`config.mk`:
```
export PLATFORM = sky130hd
export DESIGN_NAME = datapath_control_fsm_flat
export DESIGN_NICKNAME = d
export VERILOG_FILES = /design/src/rtl/datapath_control_fsm_if.sv /design/src/rtl/datapath_control_fsm.sv /design/src/flat_wrapper.sv
export SDC_FILE = /design/constraint.sdc
export NUM_CORES = 1
export LEC_CHECK = 0
export ABC_AREA = 1
export CAP_MARGIN = 10
export CORE_ASPECT_RATIO = 1.2
export CORE_MARGIN = 1.5
export CORE_UTILIZATION = 53
export DETAILED_ROUTE_END_ITERATION = 10
export PLACE_DENSITY_LB_ADDON = 0.08
export SETUP_SLACK_MARGIN = 0.5
export SLEW_MARGIN = 20
export SYNTH_ARGS = -nofsm -noshare
export SYNTH_HDL_FRONTEND = slang
export SYNTH_SLANG_ARGS = --single-unit
```
`constraint.sdc`:
```
create_clock -name i_clk -period 2.85 [get_ports i_clk]
set_clock_uncertainty 0.05 [all_clocks]
set_input_delay 0.7125 -clock i_clk [delete_from_list [all_inputs] [get_ports i_clk]]
set_output_delay 0.7125 -clock i_clk [all_outputs]
set_load 0.01 [all_outputs]
```
`src/rtl/datapath_control_fsm_if.sv`:
```
// -----------------------------------------------------------------------------
// datapath_control_fsm_if
//   Control bundle between the multi-cycle control unit and the datapath.
//   The datapath feeds back the decoded instruction fields. The control unit
//   drives the per-step enables and mux selects.
//
//   Signals
//     run           datapath/host -> ctrl  1 = execute instructions continuously
//     opcode        datapath -> ctrl       instr[6:0]
//     funct3        datapath -> ctrl       instr[14:12]
//     funct7_5      datapath -> ctrl       instr[30], selects sub for R-type
//     load_ir       ctrl -> datapath       instruction register load enable
//     sub           ctrl -> datapath       ALU subtract
//     ULA_din2_sel  ctrl -> datapath       ALU operand 2: 1 = immediate, 0 = rs2
//     RF_din_sel    ctrl -> datapath       RF write data: 1 = ALU, 0 = memory
//     WE_RF         ctrl -> datapath       register-file write enable
//     WE_MEM        ctrl -> datapath       data-memory write enable
//     load_pc       ctrl -> datapath       PC <= PC+4 enable
//     reset_pc      ctrl -> datapath       PC clear
//
//   Modports
//     master  control unit side
//     slave   datapath side
// -----------------------------------------------------------------------------
interface datapath_control_fsm_if;
   logic       run;
   logic [6:0] opcode;
   logic [2:0] funct3;
   logic       funct7_5;
   logic       load_ir;
   logic       sub;
   logic       ULA_din2_sel;
   logic       RF_din_sel;
   logic       WE_RF;
   logic       WE_MEM;
   logic       load_pc;
   logic       reset_pc;

   modport master (
      input  run, opcode, funct3, funct7_5,
      output load_ir, sub, ULA_din2_sel, RF_din_sel,
             WE_RF, WE_MEM, load_pc, reset_pc
   );

   modport slave (
      output run, opcode, funct3, funct7_5,
      input  load_ir, sub, ULA_din2_sel, RF_din_sel,
             WE_RF, WE_MEM, load_pc, reset_pc
   );
endinterface

```
`src/rtl/datapath_control_fsm.sv`:
```
// -----------------------------------------------------------------------------
// datapath_control_fsm
//   Multi-cycle control unit for datapath_with_instructions. The unit fetches
//   an instruction, decodes it into an instruction class, and then steps
//   through EXEC / MEM / WB while it drives the datapath enables. It supports
//   ld, st, add, sub and addi. Any other encoding parks the unit in HALT with a
//   sticky illegal flag until reset.
//
//   Parameters
//     MEM_WAIT  extra wait cycles in MEM before the access completes (0..15)
//     CNT_W     width of the retired-instruction counter
//
//   Ports
//     i_clk          clock; all state changes on the rising edge
//     i_reset        synchronous, active-high reset
//     io_ctrl        control bundle (master side), see datapath_control_fsm_if
//     o_busy         1 in every state except IDLE and HALT
//     o_instr_done   one-cycle pulse as an instruction retires
//     o_illegal      sticky; set on an undecodable instruction
//     o_instr_count  retired-instruction count; wraps to 0
// -----------------------------------------------------------------------------
module datapath_control_fsm #(
   parameter int unsigned MEM_WAIT = 0,
   parameter int unsigned CNT_W    = 16
) (
   input  logic                   i_clk,
   input  logic                   i_reset,
   datapath_control_fsm_if.master io_ctrl,
   output logic                   o_busy,
   output logic                   o_instr_done,
   output logic                   o_illegal,
   output logic [CNT_W-1:0]       o_instr_count
);

   typedef enum logic [2:0] {
      S_INIT, S_IDLE, S_FETCH, S_DECODE, S_EXEC, S_MEM, S_WB, S_HALT
   } state_t;

   typedef enum logic [2:0] {
      C_NONE, C_LD, C_ST, C_ADD, C_SUB, C_ADDI
   } class_t;

   localparam logic [6:0] OP_LOAD   = 7'b0000011;
   localparam logic [6:0] OP_STORE  = 7'b0100011;
   localparam logic [6:0] OP_RTYPE  = 7'b0110011;
   localparam logic [6:0] OP_ITYPE  = 7'b0010011;
   localparam logic [2:0] F3_WORD   = 3'b010;
   localparam logic [2:0] F3_ADD    = 3'b000;
   localparam logic [3:0] MEM_LAST  = 4'(MEM_WAIT);

   state_t           r_state;
   class_t           r_class;
   logic [3:0]       r_wait_cnt;
   logic             r_illegal;
   logic [CNT_W-1:0] r_instr_count;

   state_t           w_state_nxt;
   class_t           w_class_nxt;
   class_t           w_class_dec;
   logic [3:0]       w_wait_nxt;
   logic             w_illegal_nxt;
   logic             w_mux_en;
   logic             w_retire;
   logic             w_load_ir;
   logic             w_sub;
   logic             w_alu_imm;
   logic             w_rf_alu;
   logic             w_we_rf;
   logic             w_we_mem;
   logic             w_reset_pc;

   // Instruction decoder: pure function of the fetched fields.
   // NOTE: every combinational output gets a default before any branch so that
   // no path leaves it unassigned, which would infer a latch.
   always_comb begin
      w_class_dec = C_NONE;
      if (io_ctrl.opcode == OP_LOAD && io_ctrl.funct3 == F3_WORD) begin
         w_class_dec = C_LD;
      end else if (io_ctrl.opcode == OP_STORE && io_ctrl.funct3 == F3_WORD) begin
         w_class_dec = C_ST;
      end else if (io_ctrl.opcode == OP_RTYPE && io_ctrl.funct3 == F3_ADD) begin
         w_class_dec = io_ctrl.funct7_5 ? C_SUB : C_ADD;
      end else if (io_ctrl.opcode == OP_ITYPE && io_ctrl.funct3 == F3_ADD) begin
         w_class_dec = C_ADDI;
      end
   end

   // Next-state and Moore output decode.
   always_comb begin
      w_state_nxt   = r_state;
      w_class_nxt   = r_class;
      w_wait_nxt    = '0;
      w_illegal_nxt = r_illegal;
      w_mux_en      = 1'b0;
      w_retire      = 1'b0;
      w_load_ir     = 1'b0;
      w_we_rf       = 1'b0;
      w_we_mem      = 1'b0;
      w_reset_pc    = 1'b0;

      case (r_state)
         S_INIT: begin
            w_reset_pc  = 1'b1;
            w_state_nxt = S_IDLE;
         end
         S_IDLE: begin
            if (io_ctrl.run) w_state_nxt = S_FETCH;
         end
         S_FETCH: begin
            w_load_ir   = 1'b1;
            w_state_nxt = S_DECODE;
         end
         S_DECODE: begin
            w_class_nxt = w_class_dec;
            if (w_class_dec == C_NONE) begin
               w_illegal_nxt = 1'b1;
               w_state_nxt   = S_HALT;
            end else begin
               w_state_nxt   = S_EXEC;
            end
         end
         S_EXEC: begin
            w_mux_en    = 1'b1;
            w_state_nxt = (r_class == C_LD || r_class == C_ST) ? S_MEM : S_WB;
         end
         S_MEM: begin
            w_mux_en = 1'b1;
            if (r_wait_cnt == MEM_LAST) begin
               if (r_class == C_ST) begin
                  w_we_mem = 1'b1;
                  w_retire = 1'b1;
               end else begin
                  w_state_nxt = S_WB;
               end
            end else begin
               w_wait_nxt = r_wait_cnt + 4'd1;
            end
         end
         S_WB: begin
            w_mux_en = 1'b1;
            w_we_rf  = 1'b1;
            w_retire = 1'b1;
         end
         S_HALT: begin
            w_state_nxt = S_HALT;
         end
         default: begin
            w_state_nxt = S_INIT;
         end
      endcase

      if (w_retire) w_state_nxt = io_ctrl.run ? S_FETCH : S_IDLE;

      // Reset can land in the last cycle of an instruction. Masking the
      // write enables and the retire pulse here stops a half-finished
      // instruction from committing on the same edge that resets the unit.
      if (i_reset) begin
         w_we_rf  = 1'b0;
         w_we_mem = 1'b0;
         w_retire = 1'b0;
      end
   end

   // Mux selects take their class values from EXEC through the last cycle.
   // Outside that window they idle at 0.
   always_comb begin
      w_sub     = 1'b0;
      w_alu_imm = 1'b0;
      w_rf_alu  = 1'b0;
      if (w_mux_en) begin
         w_sub     = (r_class == C_SUB);
         w_alu_imm = (r_class == C_LD || r_class == C_ST || r_class == C_ADDI);
         w_rf_alu  = (r_class != C_LD);
      end
   end

   // NOTE: sequential state uses non-blocking assignments only, so every
   // register samples the pre-edge values of the others.
   always_ff @(posedge i_clk) begin
      if (i_reset) begin
         r_state       <= S_INIT;
         r_class       <= C_NONE;
         r_wait_cnt    <= '0;
         r_illegal     <= 1'b0;
         r_instr_count <= '0;
      end else begin
         r_state    <= w_state_nxt;
         r_class    <= w_class_nxt;
         r_wait_cnt <= w_wait_nxt;
         r_illegal  <= w_illegal_nxt;
         if (w_retire) r_instr_count <= r_instr_count + CNT_W'(1);
      end
   end

   assign io_ctrl.load_ir      = w_load_ir;
   assign io_ctrl.sub          = w_sub;
   assign io_ctrl.ULA_din2_sel = w_alu_imm;
   assign io_ctrl.RF_din_sel   = w_rf_alu;
   assign io_ctrl.WE_RF        = w_we_rf;
   assign io_ctrl.WE_MEM       = w_we_mem;
   assign io_ctrl.load_pc      = w_retire;
   assign io_ctrl.reset_pc     = w_reset_pc;

   assign o_busy        = (r_state != S_IDLE) && (r_state != S_HALT);
   assign o_instr_done  = w_retire;
   assign o_illegal     = r_illegal;
   assign o_instr_count = r_instr_count;

endmodule

```
`src/flat_wrapper.sv`:
```
// flat-port wrapper written by rule: the top's interface ports become plain ports
module datapath_control_fsm_flat 
#(
   parameter int unsigned MEM_WAIT = 0,
   parameter int unsigned CNT_W    = 16
)
  (i_clk, i_reset, o_busy, o_instr_done, o_illegal, o_instr_count, io_ctrl_run, io_ctrl_opcode, io_ctrl_funct3, io_ctrl_funct7_5, io_ctrl_load_ir, io_ctrl_sub, io_ctrl_ULA_din2_sel, io_ctrl_RF_din_sel, io_ctrl_WE_RF, io_ctrl_WE_MEM, io_ctrl_load_pc, io_ctrl_reset_pc);
  datapath_control_fsm_if io_ctrl_i ();
  input  logic i_clk;
  input  logic i_reset;
  output logic o_busy;
  output logic o_instr_done;
  output logic o_illegal;
  output logic [CNT_W-1:0] o_instr_count;
  input wire logic [$bits(io_ctrl_i.run)-1:0] io_ctrl_run;
  input wire logic [$bits(io_ctrl_i.opcode)-1:0] io_ctrl_opcode;
  input wire logic [$bits(io_ctrl_i.funct3)-1:0] io_ctrl_funct3;
  input wire logic [$bits(io_ctrl_i.funct7_5)-1:0] io_ctrl_funct7_5;
  output wire logic [$bits(io_ctrl_i.load_ir)-1:0] io_ctrl_load_ir;
  output wire logic [$bits(io_ctrl_i.sub)-1:0] io_ctrl_sub;
  output wire logic [$bits(io_ctrl_i.ULA_din2_sel)-1:0] io_ctrl_ULA_din2_sel;
  output wire logic [$bits(io_ctrl_i.RF_din_sel)-1:0] io_ctrl_RF_din_sel;
  output wire logic [$bits(io_ctrl_i.WE_RF)-1:0] io_ctrl_WE_RF;
  output wire logic [$bits(io_ctrl_i.WE_MEM)-1:0] io_ctrl_WE_MEM;
  output wire logic [$bits(io_ctrl_i.load_pc)-1:0] io_ctrl_load_pc;
  output wire logic [$bits(io_ctrl_i.reset_pc)-1:0] io_ctrl_reset_pc;
  assign io_ctrl_i.run = io_ctrl_run;
  assign io_ctrl_i.opcode = io_ctrl_opcode;
  assign io_ctrl_i.funct3 = io_ctrl_funct3;
  assign io_ctrl_i.funct7_5 = io_ctrl_funct7_5;
  assign io_ctrl_load_ir = io_ctrl_i.load_ir;
  assign io_ctrl_sub = io_ctrl_i.sub;
  assign io_ctrl_ULA_din2_sel = io_ctrl_i.ULA_din2_sel;
  assign io_ctrl_RF_din_sel = io_ctrl_i.RF_din_sel;
  assign io_ctrl_WE_RF = io_ctrl_i.WE_RF;
  assign io_ctrl_WE_MEM = io_ctrl_i.WE_MEM;
  assign io_ctrl_load_pc = io_ctrl_i.load_pc;
  assign io_ctrl_reset_pc = io_ctrl_i.reset_pc;
  datapath_control_fsm #(.MEM_WAIT(MEM_WAIT), .CNT_W(CNT_W)) u_core (.i_clk(i_clk), .i_reset(i_reset), .io_ctrl(io_ctrl_i), .o_busy(o_busy), .o_instr_done(o_instr_done), .o_illegal(o_illegal), .o_instr_count(o_instr_count));
endmodule
```
==> flow_metrics.env <==
export IMPL_synth_fp_nets=283
export IMPL_numPortBuffers=40
export IMPL_p_int_w=0.000567
export IMPL_synthFlopType="dfxtp_1"
export IMPL_finalCritPeriodShare_pct=82.8
export IMPL_ios=41
export IMPL_clkPwrFrac_pct=20.4
export IMPL_drv_slew=0
export IMPL_drc=0
export IMPL_firstDrtPassIters=4
export IMPL_areaGrowthSynthToFinish_pct=29.3
export IMPL_endpoint_kind="primary output"
export IMPL_core_area_sq_um=3080
export IMPL_power_density_nw_per_um2=371
export IMPL_cp_max_fo=3
export IMPL_synth_edf_count=0
export IMPL_fillers=250
export IMPL_leakage_nw=1.02
export IMPL_setup_worst_path_start_class="flop"
export IMPL_grt_use_met1_pct=28.0
export IMPL_synth_top_area_share_pct=31.2
export IMPL_hold_viol=0
export IMPL_h_tree_depth=1
export IMPL_grt_first_pass_wirelength_mm=6.36
export IMPL_cp_arrival_ns=1.60
export IMPL_multi_input_area_sq_um=977
export IMPL_layout_commonest_cell="nand2_1"
export IMPL_power_share_sequential_pct=52.1
export IMPL_synthTopCellsByArea="dfxtp_1, nand2_1, inv_1, nor2_1, nand3_1"
export IMPL_cp_required_ns=2.09
export IMPL_setup_tns_ns=0
export IMPL_grt_pass1_vias=1560
export IMPL_die_h_um=65.6
export IMPL_syn_avg_cell_area_sq_um=6.51
export IMPL_min_path_type="flop to flop"
export IMPL_gp_congestion=0.830
export IMPL_maxCapViolations=0
export IMPL_slew_limit_headroom_pct=75.0
export IMPL_mostFrequentLayoutCells="nand2_1, inv_1, nor2_1"
export IMPL_cts_root_buf="clkbuf_4"
export IMPL_r2r_end="u_core.o_instr_count[12]"
export IMPL_outcome="finished, final reports clean"
export IMPL_ys_warn_count=0
export IMPL_critPathLaunch="u_core.r_wait_cnt[0]"
export IMPL_synth_seq_area_share_pct=31.2
export IMPL_synthCells=266
export IMPL_power_w=0.000831
export IMPL_routed_wl_mm=3.92
export IMPL_r2r_slack_ns=1.17
export IMPL_hold_buffers=0
export IMPL_synth_seq_cells=27
export IMPL_hpwlAfterDp_mm=2.96
export IMPL_rows=22
export IMPL_grt_use_met2_pct=41.1
export IMPL_synth_cell_area_sq_um=1730
export IMPL_initial_core_util_pct=56.2
export IMPL_dieArea_sq_um=3620
export IMPL_grt_max_degree=15
export IMPL_synth_top_area_cell="dfxtp_1"
export IMPL_numCtsBuffers=3
export IMPL_cts_sinks=27
export IMPL_dr_first_iter_drc_count=38
export IMPL_p_comb_share_pct=27.5
export IMPL_final_nets=332
export IMPL_setup_violations=0
export IMPL_rsz0062_at_grt="yes"
export IMPL_critPathKind="flop to primary output"
export IMPL_max_freq_ghz=0.424
export IMPL_antenna_found_initial=0
export IMPL_synth_cell_types=31
export IMPL_seqCellArea_sq_um=554
export IMPL_worstMarginPinSlew_ns=0.372
export IMPL_cp_endpoint="io_ctrl_WE_MEM"
export IMPL_die_w_um=55.2
export IMPL_ys_async_sr_fraction_pct=0
export IMPL_viasPerCell=5.04
export IMPL_netSwitchingPower_w=0.000263
export IMPL_top_usage_layer="met2"
export IMPL_overflow=0
export IMPL_fin_hold_ws_ns=0.424
export IMPL_clk_pin_slew_ns=0.15
export IMPL_layout_drive_gt1_share_pct=16.6
export IMPL_wire_per_inst_um=11.2
export IMPL_grt_use_total_pct=23.6
export IMPL_vdd_drop_max_mv=0.271
export IMPL_vias=1763
export IMPL_grtUsageMet3_pct=2.50
export IMPL_cts_tree="done"
export IMPL_clock_path_buffers=2
export IMPL_sw_frac_of_total_pct=31.7
export IMPL_rr_startpoint="u_core.o_instr_count[0]"
export IMPL_rr_worst_depth=8
export IMPL_antenna_left=0
export IMPL_diodes=0
export IMPL_fin_crit_ns=2.36
export IMPL_clock_latency_ns=0.32
export IMPL_hp_start="u_core.o_illegal"
Yosys cell counts (3+ instances only):
| cell type | count |
|---|---|
| a21oi_1 | 15 |
| nand4_1 | 4 |
| buf_4 | 3 |
| nand2_1 | 65 |
| inv_1 | 38 |
| nor3_1 | 8 |
| dfxtp_1 | 27 |
| nand3_1 | 20 |
| a21oi_2 | 8 |
| o21ai_0 | 7 |
| nor2_1 | 34 |
| nand2_4 | 3 |
| nor2_2 | 3 |
| ha_1 | 3 |
| xnor2_1 | 4 |
| nand2_2 | 7 |
| xor2_1 | 3 |
worst min path at each step:
| stage | end | slack [ns] | cells after the start |
|---|---|---|---|
| after global placement | u_core.o_illegal | 0.39 | 2 |
| after floorplan | u_core.r_wait_cnt[0] | 0.38 | 1 |
| after CTS | u_core.o_illegal | 0.43 | 2 |
| after global routing | u_core.o_illegal | 0.46 | 2 |
| final | u_core.o_illegal | 0.42 | 2 |
| after detailed placement | u_core.r_wait_cnt[0] | 0.40 | 1 |
final cells by class:
class | count | area share (%)
multi-input cells | 191 | 43.7
repair buffers | 52 | 21.5
clock buffers | 4 | 1.17
inverters | 40 | 6.93
flip-flops and latches | 27 | 24.8
well taps | 36 | 2.01
per-layer routing:
metal	wire length [um]	part of all wire [%]
met3	131	3.3
met2	1970	50
met5	0	0
met1	1750	45
met4	68	1.7
sequential cells by signal (all words and copies together), names as in the netlist:
signal	cells
u_core.o_instr_count	16
u_core.r_wait_cnt	4
u_core.r_class	3
u_core.r_state	3
u_core.o_illegal	1
power by group through the flow:
stage          registers (W)  clock network (W)  logic [W]
2_1_floorplan       0.000428                  0   0.000136
5_1_grt             0.000436           0.000187   0.000256
6_report            0.000433           0.000169   0.000229
4_1_cts             0.000431           0.000173   0.000231
3_5_place_dp        0.000437                  0   0.000214
3_3_place_gp        0.000436                  0   0.000211
cell families (layout without fill, tap and decap cells):
group	Yosys count	in the layout	synth area share [%]
compound gates	34	34	12.1
fa+ha+maj	3	3	2.17
xor+xnor	7	7	3.54
simple gates	147	147	38.2
flops	27	27	31.2
buf+inv	48	96	12.8
worst max-delay path, cell delays in order (launching register included):
cell and delay (ns):
dfxtp_2 0.35, inv_1 0.05, ha_1 0.15, nand2_2 0.07
nor2_2 0.12, nand2_2 0.09, inv_1 0.08, nand2_1 0.07
inv_1 0.05, dlygate4sd2_1 0.25
per-stage QoR:
stage	cells	util (%)	worst slack (ns)	area (sq um)
floorplan	266	-	0.702	1730
global placement	338	69.4	0.107	2140
detailed placement	338	69.4	0.100	2140
CTS	350	72.6	0.490	2240
global route	350	72.6	0.374	2240
finish	350	72.6	0.491	2240
repair_timing:
action / 4_1_cts / 5_1_grt
endpoints found under the hold margin: 0 / 0
resized for setup: 21 / 7
setup buffers: 8 / 0
pin swaps: 1 / 0
setup endpoints to repair: 9 / 6
(Power assumes the default switching activity.)
==> RTL change, RTL diff (config.mk and constraints unchanged) <==
Encoding of `state_t`: now Gray code (3 bits for 8 states).
--- a/src/rtl/datapath_control_fsm.sv
+++ b/src/rtl/datapath_control_fsm.sv
@@ -34,5 +34,5 @@
 
    typedef enum logic [2:0] {
-      S_INIT, S_IDLE, S_FETCH, S_DECODE, S_EXEC, S_MEM, S_WB, S_HALT
+      S_INIT = 3'b000, S_IDLE = 3'b001, S_FETCH = 3'b011, S_DECODE = 3'b010, S_EXEC = 3'b110, S_MEM = 3'b111, S_WB = 3'b101, S_HALT = 3'b100
    } state_t;
 
Formal check against the unedited RTL: same outputs for any inputs over 10 cycles, from zero or initial values and one cycle with i_reset high; not proved beyond that.
==> RTL change against the unedited design <==
  * Area after synthesis is 4.0% lower
  * Total power decreased by 12%
  * First-iteration DRC count is 16% lower
  * Final area fell by 4.6%
  * Hold slack worse by 6.7 ps
  * Wire length decreased by 7.1%
  * Worst setup slack improved by 64 ps
  * Sequential cell count unchanged
  * Utilization down 2.1 points
==> RTL change: results (changes against the unedited design) <==
count of buffers inserted at the top-level ports 40 (unchanged); filler cell count 272 (was 250); Iteration-0 DRC Markers 32 (was 38); clock root buffer sky130_fd_sc_hd__clkbuf_4 (unchanged); highest fanout seen on the critical path 3 (unchanged); via count of the routed design 1,672 (was 1,763); post-synthesis share of cell area spent on full adders, half adders and majority gates 2.26% (was 2.17%); TritonCTS buffer count 3 (unchanged); arrival time worst endpoint 1530 ps (was 1600 ps); number of nets in the finished design 314 (was 332); peak ir drop on the vdd network 342 µV (was 271 µV); share of final-layout standard cells stronger than drive strength 1 12.5% (was 16.6%); antenna violations before repair 0 (unchanged); share of async-settable or async-resettable flops after synthesis 0% (unchanged); outcome completed (unchanged); router iterations before antenna repair 4 (unchanged); share of synthesized area spent on multiplexers 0% (unchanged); worst min path class flop to flop (unchanged); wire length of the first global-routing pass 6380 µm (was 6360 µm); share of the synthesized area in compound gates (AO/OA/AOI/OAI) 12.1% (about the same); weighted congestion at the end of routability-driven global placement 0.882 (was 0.830); Max clock buf depth 2 (unchanged); post-synthesis cell type count 28 (was 31); number of flip-flops in the largest register 16 (unchanged); number of vias per cell 5.04 (about the same); leakage power 0.852 nW (was 1.02 nW); aggregate global-route resource usage 24.4% (was 23.6%); Synth top area share 32.5% (was 31.2%); Avg Inst Size Synth 6.67 µm² (was 6.51 µm²); top cells by area in the synthesized netlist sky130_fd_sc_hd__dfxtp_1 33%, sky130_fd_sc_hd__nand2_1 15%, sky130_fd_sc_hd__nor2_1 7.9% (was sky130_fd_sc_hd__dfxtp_1 31%, sky130_fd_sc_hd__nand2_1 14%, sky130_fd_sc_hd__inv_1 8.2%); WL final 3640 µm (was 3920 µm); maximum number of pins on one net before global-route repair 16 (was 15); worst slew margin relative to its limit 79.6% (was 75.0%); clock transition at the registers of the reported paths 150 ps (about the same); commonest cells in the synthesized netlist 68 x sky130_fd_sc_hd__nand2_1, 35 x sky130_fd_sc_hd__nor2_1, 30 x sky130_fd_sc_hd__inv_1, 27 x sky130_fd_sc_hd__dfxtp_1, 16 x sky130_fd_sc_hd__nand3_1 (was 65 x sky130_fd_sc_hd__nand2_1, 38 x sky130_fd_sc_hd__inv_1, 34 x sky130_fd_sc_hd__nor2_1, 27 x sky130_fd_sc_hd__dfxtp_1, 20 x sky130_fd_sc_hd__nand3_1); Synth Net Count 266 (was 283); via count of the first global-routing pass 1,573 (was 1,560); count of synthesis-stage warnings from yosys 0 (unchanged); depth of the CTS H-tree 1 (unchanged); post-synthesis share of cell area spent on xor and xnor gates 5.80% (was 3.54%); Antenna Cells 0 (unchanged); final setup violation count 0 (unchanged); DP Cell Count 324 (was 338); Detail Placement HPWL 2810 µm (was 2960 µm); share of the yosys chip area belonging to registers 32.5% (was 31.2%); insertion delay to the later sink of the worst-skew pair 330 ps
-- RTL change: critical path, stage by stage, from the launching register on --
cell	delay, ps
sky130_fd_sc_hd__dfxtp_2	350
sky130_fd_sc_hd__inv_1	40
sky130_fd_sc_hd__ha_1	190
sky130_fd_sc_hd__nand2_2	70
sky130_fd_sc_hd__inv_1	50
sky130_fd_sc_hd__nand2_2	80
sky130_fd_sc_hd__nand2_4	60
sky130_fd_sc_hd__nand2_4	90
sky130_fd_sc_hd__inv_6	30
sky130_fd_sc_hd__clkdlybuf4s15_1	220
-- RTL change: worst paths after layout --
check / from / end / cells past startpoint / slack [ps]
max: u_core.r_wait_cnt[0]$_SDFF_PP0_ / io_ctrl_load_pc / 9 / 560
min reg2reg: u_core.o_illegal$_SDFFE_PP0P_ / u_core.o_illegal$_SDFFE_PP0P_ / 2 / 420
min: u_core.o_illegal$_SDFFE_PP0P_ / u_core.o_illegal$_SDFFE_PP0P_ / 2 / 420
max reg2reg: u_core.o_instr_count[0]$_SDFFE_PP0P_ / u_core.o_instr_count[12]$_SDFFE_PP0P_ / 7 / 1320
-- RTL change: cell type report --
| class | count | area [µm²] | area share [%] |
|---|---|---|---|
| Timing Repair Buffer | 49 | 459 | 21.5 |
| Clock buffer | 4 | 26.3 | 1.23 |
| Sequential cell | 27 | 552 | 25.8 |
| Inverter | 32 | 126 | 5.92 |
| Multi-Input combinational cell | 184 | 926 | 43.4 |
| Tap cell | 36 | 45.0 | 2.11 |
-- RTL change: timing repair --
| item | 4_1_cts | 5_1_grt |
|---|---|---|
| resized for setup | 20 | 7 |
| pin swaps | 3 | 0 |
| endpoints found under the hold margin | 0 | 0 |
| setup endpoints to repair | 10 | 4 |
| setup buffers | 4 | 0 |
-- RTL change: kinds of logic after synthesis --
group           count (synthesis)
simple gates                  136
buf+inv                        38
compound gates                 34
flops                          27
xor+xnor                       11
fa+ha+maj                       3
-- RTL change: metal layers --
layer  GRT usage (%)  vias up  part of all wire [%]
met5               0        -                     0
met4            9.38        0                   1.8
met3            2.10        5                   2.4
met2            43.0       27                    50
met1            29.3      757                    45
li1                -      883                     -
-- RTL change: stage by stage --
step / setup slack [ps] / cell area, µm² / util [%]
6_report: 556 / 2130 / 70.5
5_1_grt: 434 / 2130 / 70.5
4_1_cts: 479 / 2130 / 70.4
3_5_place_dp: 34.7 / 2070 / 68.3
3_3_place_gp: 62.9 / 2070 / 68.3
2_1_floorplan: 598 / 1660 / -
-- RTL change: power breakdown --
part           internal, mW  switching (mW)
Combinational        0.0658          0.0746
Clock                0.0550           0.117
Sequential            0.395          0.0197
Total                 0.515           0.212
